### config.mk
export PLATFORM = sky130hd
export DESIGN_NAME = data_mem_stage
export DESIGN_NICKNAME = d
export VERILOG_FILES = /design/src/rtl/data_mem_stage_pkg.sv /design/src/rtl/sat_counter.sv /design/src/rtl/data_mem_stage.sv
export SDC_FILE = /design/constraint.sdc
export NUM_CORES = 1
export LEC_CHECK = 0
export CORE_MARGIN = 2
export CORE_UTILIZATION = 45
export CTS_CLUSTER_DIAMETER = 50
export DETAILED_ROUTE_END_ITERATION = 10
export PLACE_DENSITY_LB_ADDON = 0.3
export SLEW_MARGIN = 10
export SYNTH_ARGS = -nofsm -noshare
export SYNTH_HDL_FRONTEND = slang
export SYNTH_SLANG_ARGS = --single-unit
### constraint.sdc
create_clock -name clk_i -period 13.89 [get_ports clk_i]
set_input_delay 4.167 -clock clk_i [delete_from_list [all_inputs] [get_ports clk_i]]
set_output_delay 4.167 -clock clk_i [all_outputs]
set_load 0.03 [all_outputs]
### src/rtl/data_mem_stage_pkg.sv
// Shared CPU package for the data-memory stage: FSM state encoding and the
// word-alignment mask used to detect misaligned accesses.
package data_mem_stage_pkg;

  typedef enum logic [0:0] {
    StIdle,
    StWait
  } mem_state_e;

  // Low address bits that must be zero for a word access.
  localparam logic [1:0] MisalignMask = 2'b11;

endpackage

### src/rtl/sat_counter.sv
// Saturating up-counter: increments on inc_i and holds at all-ones.
module sat_counter #(
  parameter int unsigned Width = 16
) (
  input  logic             clk_i,
  input  logic             rst_i,
  input  logic             inc_i,
  output logic [Width-1:0] count_o
);

  logic [Width-1:0] count_q, count_d;

  always_comb begin
    count_d = count_q;
    if (inc_i && (count_q != {Width{1'b1}})) begin
      count_d = count_q + {{(Width-1){1'b0}}, 1'b1};
    end
  end

  always_ff @(posedge clk_i or posedge rst_i) begin
    if (rst_i) begin
      count_q <= '0;
    end else begin
      count_q <= count_d;
    end
  end

  assign count_o = count_q;

endmodule

### src/rtl/data_mem_stage.sv
// MEM pipeline stage: issues word loads/stores to data memory, stalls upstream
// until the access is acknowledged, and registers results for the MEM/WB buffer.
module data_mem_stage
  import data_mem_stage_pkg::*;
#(
  parameter int unsigned STALL_CNT_W = 16
) (
  input  logic                   clk_i,
  input  logic                   rst_i,
  input  logic                   valid_i,
  input  logic [2:0]             Op_i,
  input  logic                   mem_read_i,
  input  logic                   mem_write_i,
  input  logic [31:0]            alu_result_i,
  input  logic [31:0]            write_data_i,
  output logic                   dmem_req_o,
  output logic                   dmem_we_o,
  output logic [31:0]            dmem_addr_o,
  output logic [31:0]            dmem_wdata_o,
  input  logic                   dmem_ack_i,
  input  logic [31:0]            dmem_rdata_i,
  output logic                   stall_o,
  output logic [31:0]            alu_result_o,
  output logic [31:0]            memory_data_o,
  output logic [2:0]             Op_o,
  output logic                   valid_o,
  output logic                   misalign_o,
  output logic [STALL_CNT_W-1:0] stall_cnt_o
);

  mem_state_e  state_q, state_d;
  logic [31:0] addr_q, addr_d;
  logic [31:0] wdata_q, wdata_d;
  logic        we_q, we_d;
  logic [2:0]  lop_q, lop_d;
  logic        valid_q, valid_d;
  logic [31:0] alu_out_q, alu_out_d;
  logic [31:0] mem_data_q, mem_data_d;
  logic [2:0]  op_out_q, op_out_d;
  logic        misalign_q, misalign_d;

  logic mem_op;
  logic aligned;

  assign mem_op  = valid_i & (mem_read_i | mem_write_i);
  assign aligned = (alu_result_i[1:0] & MisalignMask) == 2'b00;

  always_comb begin
    state_d    = state_q;
    stall_o    = 1'b0;
    dmem_req_o = 1'b0;
    addr_d     = addr_q;
    wdata_d    = wdata_q;
    we_d       = we_q;
    lop_d      = lop_q;
    valid_d    = 1'b0;
    alu_out_d  = alu_out_q;
    mem_data_d = mem_data_q;
    op_out_d   = op_out_q;
    misalign_d = 1'b0;
    unique case (state_q)
      StIdle: begin
        if (mem_op && aligned) begin
          stall_o = 1'b1;
          addr_d  = alu_result_i;
          wdata_d = write_data_i;
          // Both flags set resolves to a store.
          we_d    = mem_write_i;
          lop_d   = Op_i;
          state_d = StWait;
        end else if (valid_i) begin
          valid_d    = 1'b1;
          alu_out_d  = alu_result_i;
          mem_data_d = '0;
          op_out_d   = Op_i;
          misalign_d = mem_op;
        end
      end
      StWait: begin
        dmem_req_o = 1'b1;
        if (dmem_ack_i) begin
          state_d    = StIdle;
          valid_d    = 1'b1;
          alu_out_d  = addr_q;
          mem_data_d = we_q ? '0 : dmem_rdata_i;
          op_out_d   = lop_q;
        end else begin
          stall_o = 1'b1;
        end
      end
      default: state_d = StIdle;
    endcase
  end

  always_ff @(posedge clk_i or posedge rst_i) begin
    if (rst_i) begin
      state_q    <= StIdle;
      addr_q     <= '0;
      wdata_q    <= '0;
      we_q       <= 1'b0;
      lop_q      <= '0;
      valid_q    <= 1'b0;
      alu_out_q  <= '0;
      mem_data_q <= '0;
      op_out_q   <= '0;
      misalign_q <= 1'b0;
    end else begin
      state_q    <= state_d;
      addr_q     <= addr_d;
      wdata_q    <= wdata_d;
      we_q       <= we_d;
      lop_q      <= lop_d;
      valid_q    <= valid_d;
      alu_out_q  <= alu_out_d;
      mem_data_q <= mem_data_d;
      op_out_q   <= op_out_d;
      misalign_q <= misalign_d;
    end
  end

  assign dmem_we_o     = we_q;
  assign dmem_addr_o   = addr_q;
  assign dmem_wdata_o  = wdata_q;
  assign valid_o       = valid_q;
  assign alu_result_o  = alu_out_q;
  assign memory_data_o = mem_data_q;
  assign Op_o          = op_out_q;
  assign misalign_o    = misalign_q;

  sat_counter #(
    .Width(STALL_CNT_W)
  ) u_stall_cnt (
    .clk_i  (clk_i),
    .rst_i  (rst_i),
    .inc_i  (stall_o),
    .count_o(stall_cnt_o)
  );

endmodule

==> impl_metrics.toml <==
[grt]
grt_pass1_wl_mm = 25.0
track_usage = 0.222
antenna_found_initial = 0
grt-ovfl-total = 0
grt_pass1_vias = 4994
grt_max_degree = 104

[setup_path]
critical_path_class = "in2out"
endpoint = "stall_o"
start_kind = "input port"
rr_startpoint = "state_q"
cpMaxStageDelayCell = "clkdlybuf4s50_1"
timing.rr.end = "memory_data_o[25]"
end_kind = "output port"
critPathMaxStageDelay_ns = 0.67
r2r_slack_ns = 11.04
path_cells = "clkdlybuf4s50_1 -> or2_0 -> o31a_1 -> clkinv_2 -> clkdlybuf4s50_1"
r2r_cells = 7
cp_max_fo = 4
worst_ep_arrival_time_ns = 6.02
crit_path_frequent_cell = "clkdlybuf4s50_1"
cp.required_ns = 9.72
startpoint = "alu_result_i[1]"

[cts]
cts_made_buffers = 17
clk_root_buffer_cell = "clkbuf_16"
post-cts-setup-buffer-count = 0
cts_num_sinks = 154
clk-insertion-delay-late_ns = 0.41
cts_buffer_depth = 2
tritoncts = "yes"
cts_hold_buf = 0
htree_num_levels = 4
cts.clk_slew.worst_paths_ns = 0.05
ctsResizeCount = 0

[floorplan]
die_area_um2 = 14600
io_pins = 257
die_x_um = 121
die-height_um = 121
coreArea_um2 = 13300
std_cell_rows = 42
start_util = 0.463

[sta]
whs_ns = 0.468
finalMaxSlewViolations = 0
setup_viol = 0
final_hold_viol_count = 0
fin_crit_ns = 10.19
max_freq_mhz = 98.2
rsz0062_at_grt = "no"
relSlewSlack = 0.301
fin_skew_ns = 0.00621
worst_slew_pin_slew_ns = 1.05
layout_setup_ws_ns = 3.70
tns_ns = 0
finalCritPeriodShare = 0.733

[routing]
drt_wl_total_mm = 15.9
drtIter0Drc = 279
num_vias = 4693
drtPass1Iterations = 4
wl_per_cell_um = 17.4
vias_per_cell = 5.14
drc = 0
drtAntennaViolNets = 0

[yosys]
synth_edf_count = 0
ys_seq_elements = 154
synth_largest_area_cell = "dfrtp_1"
yosysWarnings = 0
synth-seq-area-share = 0.626
async_flop_share = 1.00
synthMostInstantiatedCell = "dfrtp_1"
yosysUniqueCellTypes = 32
synth_cells = 473
synth_ff_type = "dfrtp_1"
synth_area_um2 = 6160
synth_fp_nets = 579
synth_commonest_cells = "dfrtp_1 (154), mux2_2 (67), nand2_1 (60), o21ai_0 (36), mux2i_1 (35)"
synth_area_leaders = "dfrtp_1 (63%), mux2_2 (12%), mux2i_1 (5.7%)"
syn_avg_cell_area_um2 = 13.0
synth_top_area_frac = 0.626

[cells_and_area]
area_delta_synth_final_pct = 53.7
drive_gt1_frac = 0.148
diodes = 0
final_cell_area_um2 = 9470
utilization = 0.712
final_cells = 913
n_fill_cell = 942
nNetsFinal = 832

[placement]
gp_congestion = 0.810
place_area_um2 = 8880
place_inst = 883
dp_slack_ns = 3.74
io_buffers = 256
dp_hpwl_mm = 11.0

[power_and_ir_drop]
p_leak_nw = 4.08
power.total_mw = 1.54
power.density_nw_per_um2 = 162
ir_drop_uv = 100

[run]
max_cap_violations = 0

[hold_path]
min_path_type = "reg2reg"

[status]
status = "complete, no violations"
## how the worst min path moves through the flow
stage / from / end / slack [ns] / depth (start not counted)
global route: memory_data_o[28] / memory_data_o[28] / 0.49 / 2
finish: memory_data_o[21] / memory_data_o[21] / 0.47 / 2
global placement: memory_data_o[26] / memory_data_o[26] / 0.45 / 2
detailed placement: memory_data_o[21] / memory_data_o[21] / 0.46 / 2
floorplan: lop_q[0] / lop_q[0] / 0.48 / 1
CTS: memory_data_o[21] / memory_data_o[21] / 0.47 / 2
## state kept, by name, indices dropped and copies added, names as in the netlist
register	cells
dmem_wdata_o	32
u_stall_cnt.count_o	16
alu_result_o	32
dmem_we_o	1
lop_q	3
valid_o	1
memory_data_o	32
state_q	1
misalign_o	1
dmem_addr_o	32
Op_o	3
## power breakdown
group	switching [mW]	leakage [nW]	internal, mW
combinational	0.274	1.86	0.222
clock	0.166	0.287	0.285
sequential	0.0563	1.93	0.532
## worst max-delay path, delay by kind of cell
family	cells	cell delay, ns
buffers and inverters	3	1.25
AO/OA/AOI/OAI	1	0.36
AND/OR/NAND/NOR	1	0.24
## logic make-up (layout without fill, tap and decap cells)
| group | after synthesis | after routing | synth area share |
|---|---|---|---|
| xor gates and xnor gates | 15 | 15 | 0.0213 |
| muxes | 102 | 102 | 0.179 |
| buffers and inverters | 31 | 295 | 0.0211 |
| DFF | 154 | 154 | 0.626 |
| AOI/OAI and AO/OA | 61 | 61 | 0.0672 |
| and+or+nand+nor | 109 | 109 | 0.0835 |
| adders and majority gates | 1 | 1 | 0.00203 |
## layout by cell type, fill, tap and decap left out, drive strengths merged, types with 2 or more instances in the layout
| master | instances |
|---|---|
| clkdlybuf4s50 | 256 |
| dfrtp | 154 |
| mux2 | 67 |
| nand2 | 60 |
| o21ai | 36 |
| mux2i | 35 |
| clkbuf | 23 |
| a22o | 21 |
| nand3 | 18 |
| xor2 | 11 |
| nor2 | 7 |
| nor2b | 4 |
| clkinv | 4 |
| xnor2 | 4 |
| buf | 4 |
| inv | 4 |
| nor3 | 3 |
| and4 | 3 |
| and3 | 3 |
| nor4 | 3 |
| and2 | 2 |
| nand2b | 2 |
| clkinvlp | 2 |
| bufinv | 2 |
| nand4 | 2 |
## area by class of cell
cell class                 count  area, um^2  area share
clock buffer                  23         498      0.0526
tap                          176         220      0.0233
clock inverter                 7        90.1     0.00951
sequential                   154        3850       0.407
inverter                       5        25.0     0.00264
timing repair buffer         260        2590       0.274
multi-input combinational    288        2190       0.231
## metal layers
| layer | wire length [um] | vias to the layer above | global-route usage |
|---|---|---|---|
| li1 | - | 2162 | - |
| met1 | 6040 | 2278 | 0.250 |
| met2 | 7670 | 203 | 0.357 |
| met3 | 1400 | 50 | 0.0865 |
| met4 | 740 | 0 | 0.129 |
| met5 | 0 | - | 0 |
(Power assumes the default switching activity.)
